===== src/rtl/pulse_sequencer.sv =====
// rtl/pulse_sequencer.sv - plays a table of pulse durations from RAM as a gapped pulse train
module pulse_sequencer #(
    parameter int ADDR_W = 3,
    parameter int CNT_W  = 32
) (
    input  logic              clk,
    input  logic              rst_n,
    input  logic              start,
    input  logic              abort,
    input  logic [ADDR_W:0]   num_pulses,
    input  logic [CNT_W-1:0]  gap,
    output logic              rd_en,
    output logic [ADDR_W-1:0] rd_addr,
    input  logic [CNT_W-1:0]  rd_data,
    output logic              pulse_out,
    output logic              busy,
    output logic              done,
    output logic [ADDR_W-1:0] pulse_idx
);

    typedef enum logic [2:0] {
        S_IDLE,
        S_FETCH,
        S_LOAD,
        S_HIGH,
        S_GAP,
        S_DONE
    } state_t;

    localparam logic [ADDR_W:0] MAX_N = {1'b1, {ADDR_W{1'b0}}};

    state_t              state;
    logic                start_q;
    logic [ADDR_W:0]     n_lat;
    logic [CNT_W-1:0]    g_lat;
    logic [ADDR_W-1:0]   idx;
    logic [CNT_W-1:0]    cnt;

    logic                start_rise;
    logic                last;
    logic [ADDR_W-1:0]   idx_nxt;

    assign start_rise = start & ~start_q;
    assign last       = ({1'b0, idx} == (n_lat - (ADDR_W+1)'(1)));
    assign idx_nxt    = idx + ADDR_W'(1);

    // cnt holds remaining cycles minus one, so a count of D never needs D+1 bits
    always_ff @(posedge clk or negedge rst_n) begin
        if (!rst_n) begin
            state     <= S_IDLE;
            start_q   <= 1'b0;
            n_lat     <= '0;
            g_lat     <= '0;
            idx       <= '0;
            cnt       <= '0;
            rd_en     <= 1'b0;
            rd_addr   <= '0;
            pulse_out <= 1'b0;
            busy      <= 1'b0;
            done      <= 1'b0;
            pulse_idx <= '0;
        end else begin
            start_q <= start;
            rd_en   <= 1'b0;
            done    <= 1'b0;
            if (abort && state != S_IDLE) begin
                state     <= S_IDLE;
                pulse_out <= 1'b0;
                busy      <= 1'b0;
            end else begin
                case (state)
                    S_IDLE: begin
                        if (start_rise) begin
                            n_lat <= (num_pulses > MAX_N) ? MAX_N : num_pulses;
                            g_lat <= gap;
                            idx   <= '0;
                            busy  <= 1'b1;
                            if (num_pulses == '0) begin
                                state <= S_DONE;
                                done  <= 1'b1;
                            end else begin
                                state     <= S_FETCH;
                                rd_en     <= 1'b1;
                                rd_addr   <= '0;
                                pulse_idx <= '0;
                            end
                        end
                    end
                    S_FETCH: state <= S_LOAD;
                    S_LOAD: begin
                        if (rd_data == '0) begin
                            if (last) begin
                                state <= S_DONE;
                                done  <= 1'b1;
                            end else begin
                                state     <= S_FETCH;
                                idx       <= idx_nxt;
                                rd_en     <= 1'b1;
                                rd_addr   <= idx_nxt;
                                pulse_idx <= idx_nxt;
                            end
                        end else begin
                            cnt       <= rd_data - CNT_W'(1);
                            pulse_out <= 1'b1;
                            state     <= S_HIGH;
                        end
                    end
                    S_HIGH: begin
                        if (cnt == '0) begin
                            pulse_out <= 1'b0;
                            if (last) begin
                                state <= S_DONE;
                                done  <= 1'b1;
                            end else if (g_lat == '0) begin
                                state     <= S_FETCH;
                                idx       <= idx_nxt;
                                rd_en     <= 1'b1;
                                rd_addr   <= idx_nxt;
                                pulse_idx <= idx_nxt;
                            end else begin
                                cnt   <= g_lat - CNT_W'(1);
                                state <= S_GAP;
                            end
                        end else begin
                            cnt <= cnt - CNT_W'(1);
                        end
                    end
                    S_GAP: begin
                        if (cnt == '0) begin
                            state     <= S_FETCH;
                            idx       <= idx_nxt;
                            rd_en     <= 1'b1;
                            rd_addr   <= idx_nxt;
                            pulse_idx <= idx_nxt;
                        end else begin
                            cnt <= cnt - CNT_W'(1);
                        end
                    end
                    S_DONE: begin
                        busy  <= 1'b0;
                        state <= S_IDLE;
                    end
                    default: state <= S_IDLE;
                endcase
            end
        end
    end

endmodule


===== config.mk =====
export PLATFORM = sky130hd
export DESIGN_NAME = pulse_sequencer
export DESIGN_NICKNAME = d
export VERILOG_FILES = /design/src/rtl/pulse_sequencer.sv
export SDC_FILE = /design/constraint.sdc
export NUM_CORES = 1
export LEC_CHECK = 0
export BUFFER_PORTS_ARGS = -buffer_cell sky130_fd_sc_hd__buf_2
export CORE_UTILIZATION = 53
export DETAILED_ROUTE_END_ITERATION = 10
export GPL_TIMING_DRIVEN = 1
export PLACE_DENSITY = 0.88
export SLEW_MARGIN = 20
export SYNTH_ARGS = -nofsm -noshare
export SYNTH_HDL_FRONTEND = slang
export SYNTH_SLANG_ARGS = --single-unit

===== constraint.sdc =====
create_clock -name clk -period 2.76 [get_ports clk]
set_input_delay 0.276 -clock clk [delete_from_list [all_inputs] [get_ports clk]]
set_output_delay 0.276 -clock clk [all_outputs]
set_load 0.05 [all_outputs]

==> impl_metrics.json, run 1 <==
{
  "status": "finished, violations left",
  "violations": "negative hold slack",
  "p_clk_share_pct": 17.7,
  "vias": 6320,
  "ys_ff_latch": 82,
  "p_int_w": 0.00373,
  "hold-worst-slack_ns": -0.0534,
  "htree_levels": 3,
  "swShare_pct": 44.5,
  "p_switching_w": 0.00299,
  "die_height_um": 107,
  "die_w_um": 107,
  "drt_wl_total_mm": 18.5,
  "ys_async_sr_fraction_pct": 100,
  "grt_util_met1_pct": 44.1,
  "start_util_pct": 54.3,
  "grt.total_usage_pct": 32.6,
  "dp_hpwl_mm": 13.3,
  "gp_congestion": 0.969,
  "antenna_found_initial": 1,
  "synth_seq_area_share_pct": 34.8,
  "first_iter_violations": 772,
  "detail-route-antenna-nets": 0,
  "synth_ff_type": "dfrtp_1",
  "path_clk_slew_ns": 0.09,
  "grt_max_degree": 83,
  "synth_cell_types": 64,
  "drc": 0,
  "die_area_um2": 11500,
  "area_growth_pct": 21.0,
  "cts_hold_buf": 0,
  "ff2ff_path_depth": 8,
  "vdd_drop_max_mv": 0.621,
  "start_kind": "flip-flop",
  "comb_power_share_pct": 47.2,
  "portBuffers": 81,
  "p_seq_share_pct": 35.2,
  "synth-edff-count": 0,
  "drv_slew": 0,
  "critical_path_arrival_ns": 3.00,
  "min_period_ns": 2.75,
  "syn_avg_cell_area_um2": 7.86,
  "dp_cells": 986,
  "cts_root_buffer": "clkbuf_8",
  "hold_viol": 82,
  "skew_ns": 0.0122,
  "r2r_setup_slack_ns": 0.01,
  "use_met2_pct": 50.0,
  "drv_cap": 0,
  "nFillCells": 883,
  "fmax_ghz": 0.364,
  "diodes": 0,
  "grt_overflow": 0,
  "clk_latency_ns": 0.37,
  "fin_area_um2": 7120,
  "syn_inst": 749,
  "p_leak_nw": 3.13,
  "grt_pass1_vias": 5761,
  "fin_crit_sh_pct": 99.5,
  "viasPerCell": 6.26,
  "cp-end-kind": "flip-flop",
  "r2r-start": "cnt[15]",
  "drive_gt1_share_pct": 21.4,
  "cts_tree": "done",
  "critPathRequiredTime_ns": 3.01,
  "relSlewSlack_pct": 50.9,
  "crit_fanout": 6,
  "post-route-util_pct": 65.7,
  "setup_viol": 0,
  "busiest_layer": "met2",
  "hold_path.class": "primary input to async pin",
  "crit_type": "flip-flop to flip-flop",
  "numCtsBuffers": 9,
  "first_pass_iters": 8,
  "rows": 38,
  "power_w": 0.00672,
  "pwr_density_cell_nw_per_um2": 944,
  "io_pins": 82,
  "layout_commonest_cell": "nand2_1",
  "core_area_um2": 10800,
  "r2r-end": "cnt[29]",
  "grt_use_met3_pct": 6.36,
  "grt_pass1_wl_mm": 29.0,
  "cts_sinks": 82,
  "instances_no_fill": 1009,
  "place_area_um2": 6720,
  "drt-wirelength-per-cell_um": 18.3,
  "layout_common_cells": "nand2_1, dfrtp_1, buf_2",
  "yosys_warnings": 0,
  "syn_area_um2": 5890,
  "synth_nets": 827,
  "clockBufferDepth": 2,
  "nets": 942,
  "worst_slew_pin_slew_ns": 0.736
}
-- power groups by stage --
| stage | sequential (W) | clock, W | combinational [W] |
|---|---|---|---|
| 2_1_floorplan | 0.00227 | 0 | 0.00199 |
| 3_3_place_gp | 0.00230 | 0 | 0.00289 |
| 3_5_place_dp | 0.00233 | 0 | 0.00296 |
| 4_1_cts | 0.00233 | 0.00119 | 0.00301 |
| 5_1_grt | 0.00244 | 0.00125 | 0.00344 |
| 6_report | 0.00236 | 0.00119 | 0.00317 |
-- sequential cells by signal, summed over array words and instances, names as in the netlist --
name       cells
pulse_idx      3
rd_en          1
g_lat         32
done           1
state          3
busy           1
pulse_out      1
n_lat          4
idx            3
cnt           32
start_q        1
-- repair_timing --
action | in CTS | in global routing
buffers inserted | 0 | 6
endpoints found under the setup margin | 0 | 42
resized for setup | 0 | 17
-- cell usage after synthesis (2+ instances only) --
master      n  area share, %
xnor2_1    32            4.8
nand4_1    15            1.6
o21ai_1     9           0.76
and4_1      3           0.45
nor2b_1     2           0.21
nor3_1     28            2.4
and3_1      2           0.21
o31ai_1     3           0.38
nor4_4      2           0.72
o32ai_1     6           0.89
buf_2       3           0.25
xor2_1     36            5.4
nor4_2      2           0.42
inv_1      15           0.96
clkbuf_1   24            1.5
a211oi_1    4           0.51
ha_1        6            1.3
a22o_1      7            1.0
a22oi_1     4           0.51
nand2b_1   12            1.3
nand3_1    14            1.2
and2_1      6           0.64
nor3b_1     2           0.25
or2_2       4           0.42
mux2_2      3           0.57
nand4b_1    2           0.30
dfrtp_1    82             35
o21ai_0    73            6.2
nor2_1     70            4.5
a221oi_1    2           0.30
nand2_1   146            9.3
a31oi_1    10            1.1
a21oi_1    22            1.9
o22ai_1    16            1.7
buf_4       8            1.0
nand3b_1    5           0.64
nor4_1     19            2.0
or4_1      14            1.8
or3_1       7           0.74
nor4b_1     4           0.59
buf_6       2           0.38
-- area by class of cell --
| cell class | count | area, µm² | share of cell area (%) |
|---|---|---|---|
| inverters | 15 | 56.3 | 0.791 |
| flip-flops and latches | 82 | 2050 | 28.8 |
| clock inverters | 6 | 138 | 1.93 |
| well taps | 140 | 175 | 2.46 |
| multi-input cells | 615 | 3640 | 51.1 |
| repair buffers | 141 | 925 | 13.0 |
| clock buffers | 10 | 138 | 1.93 |
-- cells by family after synthesis --
family | Yosys count | synth area share, %
AOI/OAI and AO/OA | 172 | 18.0
xor gates and xnor gates | 68 | 10.1
adders and majority gates | 6 | 1.27
buffers and inverters | 52 | 4.14
DFF | 82 | 34.8
muxes | 3 | 0.574
and+or+nand+nor | 366 | 31.1
-- per-stage QoR --
step                TNS [ns]  setup WS, ns
floorplan                  0        0.0619
global placement           0         0.166
detailed placement         0        0.0871
CTS                        0        0.0117
global route          -0.231       -0.0526
finish                     0        0.0134
-- per-layer routing --
metal / part of all wire [%] / vias up
met3: 9.5 / 81
met4: 4.2 / 2
met1: 40 / 2940
li1: - / 2917
met2: 46 / 380
met5: 0.070 / -
-- critical path, cell delays in order (launching register included) --
cell     delay (ns)
dfrtp_1        0.43
or4_1          0.60
nor4_4         0.42
buf_4          0.23
nand3_1        0.12
o31ai_1        0.33
nand3_1        0.12
a31oi_1        0.24
o21ai_0        0.12
-- how the worst max path moves through the flow --
stage	from	end	slack [ns]
floorplan	cnt[0]	cnt[4]	0.06
global placement	g_lat[0]	cnt[18]	0.17
detailed placement	cnt[1]	cnt[24]	0.09
CTS	cnt[1]	cnt[14]	0.01
global route	g_lat[0]	cnt[9]	-0.05
finish	cnt[15]	cnt[29]	0.01
Note: power is estimated with default switching activity, not from simulation.
==> run 2: changes to the inputs <==
--- a/config.mk
+++ b/config.mk
@@ -6,10 +6,11 @@
 export NUM_CORES = 1
 export LEC_CHECK = 0
 export BUFFER_PORTS_ARGS = -buffer_cell sky130_fd_sc_hd__buf_2
-export CORE_UTILIZATION = 53
+export CORE_UTILIZATION = 25
+export CTS_BUF_LIST = sky130_fd_sc_hd__clkbuf_4
 export DETAILED_ROUTE_END_ITERATION = 10
 export GPL_TIMING_DRIVEN = 1
-export PLACE_DENSITY = 0.88
+export PLACE_DENSITY = 0.54
 export SLEW_MARGIN = 20
 export SYNTH_ARGS = -nofsm -noshare
 export SYNTH_HDL_FRONTEND = slang
==> run 2 against run 1 <==
Effect of this change:
- the flow now finishes without violations
- global-route usage is 16 points lower
- power is 4.7% lower
- final area rose by 8.4%
- combinational power grew 4%
- critical endpoint is now pulse_idx[2]
- highest routed layer is now met4
==> impl_metrics.json, run 2 (synthesized netlist as in run 1, its figures left out) <==
{
  "status": "finished, final reports clean",
  "grt_pass1_wl_mm": 31.9,
  "fin_area_um2": 7720,
  "ff2ff_path_depth": 8,
  "io_pins": 82,
  "nFillCells": 2488,
  "gp_congestion": 0.900,
  "fmax_ghz": 0.374,
  "hold_viol": 0,
  "p_seq_share_pct": 36.2,
  "core_area_um2": 22800,
  "pwr_density_cell_nw_per_um2": 830,
  "r2r-end": "pulse_idx[2]",
  "cp_cell_sequence": "or4_1, nor4_4, buf_4, buf_4, nand4_2, nor3_1, o21ai_1, mux2_2",
  "p_clk_share_pct": 12.3,
  "skew_ns": 0.0253,
  "clockBufferDepth": 2,
  "crit_top_cell": "buf_4",
  "grt_overflow": 0,
  "antenna_found_initial": 1,
  "die_area_um2": 24200,
  "layout_commonest_cell": "nand2_1",
  "numCtsBuffers": 9,
  "detail-route-antenna-nets": 0,
  "path_clk_slew_ns": 0.16,
  "layout_common_cells": "nand2_1, dfrtp_1, buf_2",
  "cts_sinks": 82,
  "comb_power_share_pct": 51.5,
  "setup_viol": 0,
  "min_period_ns": 2.67,
  "first_pass_iters": 6,
  "drv_slew": 0,
  "p_int_w": 0.00344,
  "crit_type": "flip-flop to flip-flop",
  "p_switching_w": 0.00297,
  "nets": 989,
  "drv_cap": 0,
  "drc": 0,
  "rows": 55,
  "dp_cells": 1170,
  "area_growth_pct": 31.1,
  "r2r-start": "cnt[15]",
  "die_height_um": 155,
  "cts_tree": "done",
  "first_iter_violations": 440,
  "grt_pass1_vias": 5923,
  "vdd_drop_max_mv": 0.356,
  "fin_crit_sh_pct": 96.9,
  "worst-path-buf-inv": 2,
  "dp_hpwl_mm": 15.0,
  "worst_slew_pin_slew_ns": 0.683,
  "holdPathStages": 3,
  "cp-end-kind": "flip-flop",
  "p_leak_nw": 3.31,
  "htree_levels": 3,
  "start_kind": "flip-flop",
  "crit_family": "simple AND/OR/NAND/NOR gates",
  "viasPerCell": 5.03,
  "hold_path.class": "primary input to flip-flop",
  "critPathRequiredTime_ns": 3.16,
  "swShare_pct": 46.3,
  "drt_wl_total_mm": 20.6,
  "portBuffers": 81,
  "grt_max_degree": 52,
  "worst_path_max_delay_cell": "or4_1",
  "hold_path_startpoint": "num_pulses[0]",
  "place_area_um2": 7060,
  "power_w": 0.00641,
  "critical_path_arrival_ns": 3.07,
  "relSlewSlack_pct": 54.0,
  "die_w_um": 155,
  "clk_latency_ns": 0.50,
  "drive_gt1_share_pct": 21.9,
  "cts_root_buffer": "clkbuf_4",
  "vias": 6182,
  "crit_fanout": 6,
  "r2r_setup_slack_ns": 0.09,
  "grt.total_usage_pct": 17.0,
  "instances_no_fill": 1230,
  "crit_path_max_incr_delay_ns": 0.62,
  "top_regs": "cnt x32, g_lat x32, n_lat x4",
  "start_util_pct": 25.8,
  "whs_endpoint": "n_lat[0]",
  "drt-wirelength-per-cell_um": 16.8
}
## run 2: cell types whose count changed in the layout (fill, tap and decap cells not counted), moves of 2 or more
cell / delta
buf_12: +4
buf_4: +6
bufinv_16: -3
clkbuf_16: +2
clkbuf_4: +10
clkbuf_8: -10
clkinv_2: +2
dlygate4sd3_1: +33
o21ai_1: +2
## run 2: final cells by class
cell class | instances | area, µm² | share of cell area (%)
antenna | 1 | 2.50 | 0.0324
clock inverter | 6 | 66.3 | 0.859
clock buffer | 10 | 75.1 | 0.972
timing repair buffer | 188 | 1450 | 18.7
multi-input combinational | 615 | 3630 | 47.0
inverter | 15 | 56.3 | 0.729
tap | 313 | 392 | 5.07
sequential | 82 | 2050 | 26.6
## run 2: how the worst max path moves through the flow
stage | slack [ns] | end | startpoint | cells after the start
floorplan | 0.06 | cnt[4] | cnt[0] | 10
global placement | 0.09 | cnt[24] | rd_data[8] | 9
detailed placement | 0.06 | cnt[24] | rd_data[8] | 9
CTS | 0.03 | cnt[24] | cnt[0] | 12
global route | -0.01 | cnt[21] | cnt[0] | 13
finish | 0.09 | pulse_idx[2] | cnt[15] | 8
## run 2: stage by stage
stage	util (%)	setup slack (ns)	setup TNS (ns)	hold WS, ns
2_1_floorplan	-	0.0619	0	-0.0196
3_3_place_gp	30.9	0.0947	0	0.256
3_5_place_dp	30.9	0.0588	0	0.261
4_1_cts	32.9	0.0349	0	0.0185
5_1_grt	33.8	-0.0126	-0.0662	0.0459
6_report	33.8	0.0866	0	0.0274
## run 2: power by group through the flow
stage / Clock (W) / Combinational [W] / Sequential [W]
3_5_place_dp: 0 / 0.00305 / 0.00233
5_1_grt: 0.000837 / 0.00365 / 0.00241
2_1_floorplan: 0 / 0.00199 / 0.00227
3_3_place_gp: 0 / 0.00304 / 0.00232
6_report: 0.000787 / 0.00330 / 0.00232
4_1_cts: 0.000792 / 0.00310 / 0.00230
## run 2: per-layer routing
metal	wire length [µm]	GRT usage, %	vias to the layer above	part of all wire, %
met5	0	0	-	0
met4	977	8.64	0	4.7
met3	1240	2.40	65	6.0
met2	9620	27.6	230	47
met1	8780	22.0	2882	43
li1	-	-	3005	-
## run 2: timing repair
action | in CTS | in global routing
hold buffers | 33 | 0
endpoints found under the hold margin | 63 | 0
resized for setup | 0 | 16
buffers inserted | 0 | 4
setup endpoints to repair | 0 | 38
## run 2: worst min-delay path: cells and delay by family
kind	cells	cell delay, ns
AOI/OAI and AO/OA	1	0.06
buffers and inverters	1	0.09
and+or+nand+nor	1	0.06
==> run 3: changes to the inputs <==
--- a/config.mk
+++ b/config.mk
@@ -8,9 +8,10 @@
 export BUFFER_PORTS_ARGS = -buffer_cell sky130_fd_sc_hd__buf_2
 export CORE_UTILIZATION = 25
 export CTS_BUF_LIST = sky130_fd_sc_hd__clkbuf_4
+export CTS_CLUSTER_SIZE = 12
 export DETAILED_ROUTE_END_ITERATION = 10
 export GPL_TIMING_DRIVEN = 1
-export PLACE_DENSITY = 0.54
+export PLACE_DENSITY = 0.52
 export SLEW_MARGIN = 20
 export SYNTH_ARGS = -nofsm -noshare
 export SYNTH_HDL_FRONTEND = slang
==> constraint.sdc (replaced) <==
create_clock -name clk -period 2.55 [get_ports clk]
set_input_delay 0.255 -clock clk [delete_from_list [all_inputs] [get_ports clk]]
set_output_delay 0.255 -clock clk [all_outputs]
set_load 0.05 [all_outputs]
==> run 3 against run 2 <==
Effect of this change:
- the flow now finishes with violations (negative setup slack)
- worst hold slack better by 0.033 ns
- wire length rose by 1.8%
- critical path depth rose by 2
- cell count rose by 4.1%
- via count rose by 1.6%
- worst setup slack got worse by 0.13 ns
- final area is 9.4% higher
- first-iteration DRC count rose by 2.0%
- die area stayed put
- critical endpoint is now cnt[22]
==> impl_metrics.json, run 3 (synthesized netlist as in run 1, its figures left out) <==
{
  "fmax_ghz": 0.385,
  "hold_viol": 0,
  "die_area_um2": 24200,
  "drt_wl_total_mm": 21.0,
  "dp_slack_ns": -0.147,
  "start_kind": "flip-flop",
  "clockBufferDepth": 2,
  "nets": 1039,
  "rows": 55,
  "path_clk_slew_ns": 0.16,
  "grt_overflow": 0,
  "instances_no_fill": 1280,
  "portBuffers": 81,
  "viasPerCell": 4.91,
  "fin_area_um2": 8440,
  "crit_type": "flip-flop to flip-flop",
  "worst_slew_pin_slew_ns": 0.555,
  "die_height_um": 155,
  "place_area_um2": 7410,
  "setup_slack_ns": -0.0448,
  "start_util_pct": 25.8,
  "die_w_um": 155,
  "crit_fanout": 8,
  "fin_crit_sh_pct": 102,
  "numCtsBuffers": 9,
  "violations": "negative setup slack",
  "p_leak_nw": 3.64,
  "grt_pass1_wl_mm": 32.7,
  "rsz0062_at_grt": "yes",
  "antenna_found_initial": 1,
  "drt-wirelength-per-cell_um": 16.4,
  "setup_viol": 12,
  "cts_sinks": 82,
  "first_iter_violations": 449,
  "grt_max_degree": 46,
  "vdd_drop_max_mv": 0.495,
  "critical_path_arrival_ns": 2.99,
  "first_pass_iters": 5,
  "drc": 0,
  "top_regs": "cnt x32, g_lat x32, n_lat x4",
  "gp_congestion": 0.880,
  "dp_hpwl_mm": 15.6,
  "drv_cap": 0,
  "cts_tree": "done",
  "layout_commonest_cell": "nand2_1",
  "top_layer": "met4",
  "area_growth_pct": 43.4,
  "vias": 6284,
  "cts_root_buffer": "clkbuf_4",
  "relSlewSlack_pct": 62.6,
  "min_period_ns": 2.59,
  "skew_ns": 0.0306,
  "critPathRequiredTime_ns": 2.94,
  "clk_latency_ns": 0.48,
  "drive_gt1_share_pct": 31.0,
  "hold-worst-slack_ns": 0.0606,
  "drv_slew": 0,
  "grt_pass1_vias": 6075,
  "htree_levels": 3,
  "drt-met1-wl_mm": 9.12,
  "cp-end-kind": "flip-flop",
  "dp_cells": 1215,
  "layout_common_cells": "nand2_1, buf_4, dfrtp_1",
  "power_w": 0.00763,
  "status": "finished, violations left",
  "hold_path.class": "primary input to flip-flop",
  "core_area_um2": 22800,
  "io_pins": 82,
  "wl_met2_mm": 9.96,
  "met3_length_mm": 1.00,
  "detail-route-antenna-nets": 0,
  "grt.total_usage_pct": 17.4,
  "pwr_density_cell_nw_per_um2": 904
}
## run 3: stage by stage
stage / util, % / TNS [ns]
floorplan: - / 0
global placement: 32.4 / -1.19
detailed placement: 32.4 / -1.75
CTS: 35.0 / -0.0134
global route: 37.0 / -2.53
finish: 37.0 / -0.175
## run 3: report_power, final
part	switching, W	total, W	internal, W
logic	0.00240	0.00435	0.00195
registers	0.000582	0.00244	0.00186
clock network	0.000527	0.000841	0.000313
total	0.00351	0.00763	0.00413
## run 3: area by class of cell
class,instances,area (µm²)
antenna,1,2.50
clock buffer,10,75.1
clock inverter,6,65.1
fill,2436,14400
inverter,15,56.3
multi-input combinational,615,3950
sequential,82,2050
tap,313,392
timing repair buffer,238,1860
## run 3: repair_timing
action | in CTS | in global routing
hold endpoints to repair | 71 | 0
pin swaps | 1 | 31
hold buffers | 35 | 0
endpoints found under the setup margin | 37 | 43
resized for setup | 22 | 103
buffers inserted | 2 | 8
cloned | 0 | 4
## run 3: routing by layer
layer	track usage, %	vias to the layer above
li1	-	3108
met1	22.5	2941
met2	28.8	196
met3	1.75	39
met4	8.96	0
met5	0	-
## run 3: path summary, 6_finish.rpt
path	from	to	slack [ns]	cells after the start
max	cnt[22]	cnt[22]	-0.04	10
min	num_pulses[2]	n_lat[2]	0.06	3
max reg2reg	cnt[22]	cnt[22]	-0.04	10
min reg2reg	cnt[27]	cnt[27]	0.51	2
max in group asynchronous	rst_n	cnt[13]	1.62	3
min in group asynchronous	rst_n	g_lat[2]	0.28	2
## run 3: critical path, stage by stage, from the launching register on
cell	delay [ns]
dfrtp_1	0.41
or4_4	0.57
nor4_4	0.24
buf_6	0.17
nand4_4	0.23
a21oi_4	0.25
buf_12	0.14
buf_12	0.12
nor3_2	0.05
a211oi_2	0.22
o21ai_1	0.09
